$ cat src/rtl/multicycle_sequencer.sv
// Control sequencer for the multicycle RV32I datapath.
// Walks each instruction through fetch/decode/execute/memory/writeback,
// waits on a memory ready handshake, halts at instruction boundaries,
// faults on illegal instructions or memory timeouts, and keeps
// cycle and retired-instruction counters.
//
// state   | meaning
// --------+----------------------------------------------------------
// FETCH   | instruction read in flight, IR loads on mem_ready
// DECODE  | one cycle for register file reads to settle
// EXECUTE | dispatch on class; branches resolve and retire here
// MEM     | data load/store in flight; stores retire on mem_ready
// WB      | register file write and PC update; instruction retires
// HALT    | parked at a boundary while halt_req is held
// FAULT   | illegal instruction or memory timeout; left only by reset
module multicycle_sequencer #(
    parameter int XLEN        = 32,
    parameter int CNT_WIDTH   = 64,
    parameter int MEM_TIMEOUT = 255
) (
    input  logic                 clk,
    input  logic                 rst_n,
    input  logic [2:0]           instr_class,
    input  logic                 branch_taken,
    input  logic                 mem_ready,
    input  logic                 halt_req,
    output logic                 mem_req,
    output logic                 mem_fetch,
    output logic                 mem_we,
    output logic                 ir_load,
    output logic                 rf_we,
    output logic [1:0]           pc_sel,
    output logic [XLEN-1:0]      pc_inc,
    output logic [2:0]           state,
    output logic                 halted,
    output logic                 fault,
    output logic [CNT_WIDTH-1:0] cycle_count,
    output logic [CNT_WIDTH-1:0] instret_count
);

    localparam int WAIT_W = (MEM_TIMEOUT > 0) ? $clog2(MEM_TIMEOUT + 1) : 1;
    localparam logic [WAIT_W-1:0] TIMEOUT_VAL = WAIT_W'(MEM_TIMEOUT);

    localparam logic [2:0] C_ALU    = 3'd0;
    localparam logic [2:0] C_LOAD   = 3'd1;
    localparam logic [2:0] C_STORE  = 3'd2;
    localparam logic [2:0] C_BRANCH = 3'd3;
    localparam logic [2:0] C_JAL    = 3'd4;
    localparam logic [2:0] C_JALR   = 3'd5;

    typedef enum logic [2:0] {
        S_FETCH   = 3'd0,
        S_DECODE  = 3'd1,
        S_EXECUTE = 3'd2,
        S_MEM     = 3'd3,
        S_WB      = 3'd4,
        S_HALT    = 3'd5,
        S_FAULT   = 3'd6
    } state_t;

    state_t               state_q, state_d, boundary_c;
    logic [WAIT_W-1:0]    wait_q, wait_d;
    logic [CNT_WIDTH-1:0] cycle_q, instret_q;
    logic                 mem_phase, timeout_c;
    logic                 we_c, ir_c, rf_c, retire_c;
    logic [1:0]           pc_sel_c;

    assign mem_phase  = (state_q == S_FETCH) || (state_q == S_MEM);
    // A stalled request faults once it has waited MEM_TIMEOUT cycles already.
    assign timeout_c  = (MEM_TIMEOUT != 0) && mem_phase && !mem_ready
                        && (wait_q == TIMEOUT_VAL);
    assign boundary_c = halt_req ? S_HALT : S_FETCH;

    // Next-state decode plus the per-state control strobes.
    always_comb begin
        state_d  = state_q;
        we_c     = 1'b0;
        ir_c     = 1'b0;
        rf_c     = 1'b0;
        retire_c = 1'b0;
        pc_sel_c = 2'd0;
        case (state_q)
            S_FETCH: begin
                if (timeout_c) begin
                    state_d = S_FAULT;
                end else if (mem_ready) begin
                    ir_c    = 1'b1;
                    state_d = S_DECODE;
                end
            end
            S_DECODE: state_d = S_EXECUTE;
            S_EXECUTE: begin
                case (instr_class)
                    C_LOAD, C_STORE:     state_d = S_MEM;
                    C_ALU, C_JAL, C_JALR: state_d = S_WB;
                    C_BRANCH: begin
                        pc_sel_c = branch_taken ? 2'd2 : 2'd1;
                        retire_c = 1'b1;
                        state_d  = boundary_c;
                    end
                    default:             state_d = S_FAULT;
                endcase
            end
            S_MEM: begin
                we_c = (instr_class == C_STORE);
                if (timeout_c) begin
                    state_d = S_FAULT;
                end else if (mem_ready) begin
                    if (instr_class == C_STORE) begin
                        pc_sel_c = 2'd1;
                        retire_c = 1'b1;
                        state_d  = boundary_c;
                    end else begin
                        state_d = S_WB;
                    end
                end
            end
            S_WB: begin
                rf_c     = 1'b1;
                retire_c = 1'b1;
                case (instr_class)
                    C_JAL:   pc_sel_c = 2'd2;
                    C_JALR:  pc_sel_c = 2'd3;
                    default: pc_sel_c = 2'd1;
                endcase
                state_d = boundary_c;
            end
            S_HALT: begin
                if (!halt_req) state_d = S_FETCH;
            end
            default: state_d = S_FAULT;
        endcase
    end

    // Wait counter runs only while a request is stalled in the same state.
    always_comb begin
        wait_d = '0;
        if (mem_phase && !mem_ready && (state_d == state_q)) begin
            wait_d = wait_q + WAIT_W'(1);
        end
    end

    // State, wait counter and performance counters.
    always_ff @(posedge clk or negedge rst_n) begin
        if (!rst_n) begin
            state_q   <= S_FETCH;
            wait_q    <= '0;
            cycle_q   <= '0;
            instret_q <= '0;
        end else begin
            state_q <= state_d;
            wait_q  <= wait_d;
            if ((state_q != S_HALT) && (state_q != S_FAULT)) begin
                cycle_q <= cycle_q + CNT_WIDTH'(1);
            end
            if (retire_c) begin
                instret_q <= instret_q + CNT_WIDTH'(1);
            end
        end
    end

    // Outputs are forced low while reset is held so an in-flight store
    // drops its request immediately, without waiting for a clock.
    assign mem_req       = rst_n & mem_phase;
    assign mem_fetch     = rst_n & (state_q == S_FETCH);
    assign mem_we        = rst_n & we_c;
    assign ir_load       = rst_n & ir_c;
    assign rf_we         = rst_n & rf_c;
    assign pc_sel        = rst_n ? pc_sel_c : 2'd0;
    assign halted        = rst_n & (state_q == S_HALT);
    assign fault         = rst_n & (state_q == S_FAULT);
    assign state         = state_q;
    assign pc_inc        = XLEN'(4);
    assign cycle_count   = cycle_q;
    assign instret_count = instret_q;

endmodule

$ cat config.mk
export PLATFORM = sky130hd
export DESIGN_NAME = multicycle_sequencer
export DESIGN_NICKNAME = d
export VERILOG_FILES = /design/src/rtl/multicycle_sequencer.sv
export SDC_FILE = /design/constraint.sdc
export NUM_CORES = 1
export LEC_CHECK = 0
export BUFFER_PORTS_ARGS = -buffer_cell sky130_fd_sc_hd__buf_2
export CAP_MARGIN = 20
export CORE_ASPECT_RATIO = 0.6
export CORE_MARGIN = 10
export CORE_UTILIZATION = 30
export CTS_BUF_LIST = sky130_fd_sc_hd__clkbuf_4 sky130_fd_sc_hd__clkbuf_8 sky130_fd_sc_hd__clkbuf_16
export DETAILED_ROUTE_END_ITERATION = 8
export PLACE_DENSITY = 0.51
export SYNTH_ARGS = -nofsm -noshare
export SYNTH_HDL_FRONTEND = slang
export SYNTH_SLANG_ARGS = --single-unit
$ cat constraint.sdc
create_clock -name clk -period 2.6 [get_ports clk]
set_input_delay 0.13 -clock clk [delete_from_list [all_inputs] [get_ports clk]]
set_output_delay 0.13 -clock clk [all_outputs]
set_load 0.05 [all_outputs]
==> run_results.csv <==
group,metric,value,unit
logic_synthesis,synth_area,7060,um2
logic_synthesis,yosys-top-cells-count,"dfrtp_1, xor2_1, xnor2_1",
logic_synthesis,synth_xor_xnor_area_share,16.6,%
sta,drv_slew,0,
sta,clock_skew,0.00891,ns
sta,setup_tns,0,ns
pwr,p_sw,2.37,mW
worst_hold_path,min_from,"halt_req",
cts,clk_path_buf_depth,2,
sta,layout_setup_ws,0.198,ns
logic_synthesis,netlist.area_leader.share,49.3,%
setup_path,critPathCaptureType,"register",
floorplan,fp.dieH,139,um
logic_synthesis,synth-simple-area-share,24.4,%
drt,ant_nets,0,
finish,area_growth,23.9,%
cts,cts_tree,"yes",
floorplan,rows,43,
setup_path,arrival,2.75,ns
global_route,grt-ovfl-total,0,
logic_synthesis,async_reset_ff_share,100,%
logic_synthesis,synth_top_family_by_area,"simple AND/OR/NAND/NOR gates",
finish,drive_above_1_share,25.8,%
logic_synthesis,synth.distinct_cells,51,
placed_design,hpwl,15100,um
logic_synthesis,synth_compound_area_share,3.03,%
logic_synthesis,synth_fa_ha_area_share,0.532,%
setup_path,reg2reg_from,"state[0]",
sta,tightest_slew,0.910,ns
cts,cts_root_buf,"clkbuf_16",
sta,hold_viol,0,
sta,post-route-period-util,92.4,%
cts,numCtsBuffers,17,
global_route,grt_util_all_layers,13.1,%
placed_design,pre_cts_ws,0.236,ns
sta,rsz0062_at_grt,"false",
logic_synthesis,synth_ff_type,"dfrtp_1",
drt,drt_wl_total,20000,um
placed_design,gp_congestion,0.778,
pwr,power_frac_seq,38.6,%
drt,drtIter0Drc,359,
logic_synthesis,synthCells,690,
floorplan,boundaryPins,180,
global_route,grt_pass1_vias,5295,
floorplan,core,23100,um2
setup_path,critPathLaunchType,"register",
floorplan,die_width,218,um
logic_synthesis,synth.mux.area_fraction,0.319,%
setup_path,worstSetupStartpoint,"state[0]",
setup_path,required,2.94,ns
cts,cts_max_level,4,
pwr,p_sw_share,36.5,%
worst_hold_path,min_path_type,"primary input to register",
global_route,grt_pass1_wl,31800,um
status,status,"finished clean",
pwr,ir_worst_vdd,0.432,mV
setup_path,crit_path_max_fanout,10,
drt,drc,0,
pwr,p_clk_share,36.4,%
logic_synthesis,yosysMostFrequentCell,"dfrtp_1",
pwr,intPower,4.12,mW
logic_synthesis,synth-edff-count,0,
cts,path_clk_slew,0.06,ns
cts,post_cts_buffers,0,
drt,avgViaCountPerCell,4.62,
logic_synthesis,syn_avg_cell_area,10.2,um2
logic_synthesis,ys_warn_count,0,
sta,finalCriticalPeriod,2.40,ns
setup_path,crit_type,"register to register",
logic_synthesis,yosysTopAreaCell,"dfrtp_1",
pwr,leakage,4.12,nW
drt,via_count,5484,
job,cap_violations,0,
pwr,p_comb_share,25.0,%
pwr,power_density,742,nW/um2
sta,finalSetupViolations,0,
drt,drt_pass1_iterations,5,
placed_design,numPortBuffers,147,
logic_synthesis,synth-seq-area-share,49.3,%
sta,slew-limit-headroom,39.3,%
logic_synthesis,yosys-top-cells-area,"dfrtp_1, xor2_1, xnor2_1, nand4_1, buf_4",
logic_synthesis,ys_ff_latch,139,
finish,nNetsFinal,870,
floorplan,initial_core_util,30.5,%
global_route,grt_max_degree,70,
global_route,antenna_found_initial,1,
floorplan,die_area,30300,um2
cts,cts.sinks,139,
drt,route.detailed.wl_per_inst,16.8,um
sta,max_freq,416,MHz
cts,insertion_delay,0.42,ns
==> per-layer routing <==
metal  vias to the layer above  global-route usage (%)  wire length, um
met2                       135                    16.3             7770
met3                         9                    5.19             1200
met5                         -                       0                0
met1                      2655                    20.1            10800
li1                       2685                       -                -
met4                         0                    2.91              147
==> critical path: stages, from the launching register on <==
cell       delay [ns]
dfrtp_1          0.43
buf_4            0.19
xor2_1           0.22
a2111oi_4        0.65
nand3_2          0.38
nor3_1           0.29
xnor2_1          0.16
==> sequential cells by signal (all words and copies together) (netlist names) <==
register,cells
cycle_count,64
instret_count,64
wait_q,8
state,3
==> worst paths after layout <==
| check | end | slack [ns] | cells after the start |
|---|---|---|---|
| max reg2reg | cycle_count[40] | 0.20 | 6 |
| max | cycle_count[40] | 0.20 | 6 |
| min in group asynchronous | wait_q[2] | 0.17 | 2 |
| max in group asynchronous | instret_count[52] | 1.30 | 3 |
| min | state[2] | 0.05 | 3 |
| min reg2reg | cycle_count[63] | 0.47 | 1 |
==> placed cells by master (no fill, tap or decap), types with 13 or more instances in the layout <==
master     netlist  layout
buf_4           32      19
xor2_1          74      74
dfrtp_1        139     139
inv_1           25      25
nor4_1          25      25
nor2_1          40      40
nand2_1         57      57
clkbuf_16        0      17
xnor2_1         60      60
and3_1          13      13
buf_2            8     146
nor3_1          42      42
nand4_1         43      43
conb_1           2      32
nand3_1         43      43
==> logic make-up (layout without fill, tap and decap cells) <==
group | Yosys count | after routing
buffers and inverters | 73 | 225
other | 2 | 33
xor gates and xnor gates | 134 | 134
DFF | 139 | 139
AOI/OAI and AO/OA | 29 | 29
adders and majority gates | 3 | 3
and+or+nand+nor | 308 | 308
muxes | 2 | 2
==> repair_timing <==
action                                 4_1_cts  5_1_grt
setup endpoints to repair                    0        0
endpoints found under the hold margin        8        0
hold buffers                                 1        0
resized for setup                            0        0
==> metrics by stage <==
stage | utilization (%) | instances | hold slack, ns | area, um2 | power [mW]
floorplan | - | 720 | -0.166 | 7180 | 3.72
global placement | 35.2 | 1153 | -0.0383 | 8150 | 4.16
detailed placement | 35.3 | 1154 | -0.0358 | 8170 | 4.18
CTS | 37.8 | 1187 | 0.0291 | 8740 | 6.56
global route | 37.8 | 1187 | 0.0281 | 8740 | 6.80
finish | 37.8 | 1188 | 0.0547 | 8740 | 6.48
==> power by group through the flow <==
stage / clock network, mW / logic, mW / registers [mW]
floorplan: 0 / 0.819 / 2.90
CTS: 2.42 / 1.64 / 2.50
finish: 2.36 / 1.62 / 2.50
global route: 2.53 / 1.74 / 2.53
detailed placement: 0 / 1.64 / 2.54
global placement: 0 / 1.63 / 2.54
==> area by class of cell <==
type	instances	area, um2
Fill cell	2376	14400
Sequential cell	139	3480
Multi-Input combinational cell	508	3300
Timing Repair Buffer	168	910
Clock buffer	22	469
Tap cell	315	394
Clock inverter	10	93.8
Inverter	25	93.8
Antenna cell	1	2.50
(Power assumes the default switching activity.)
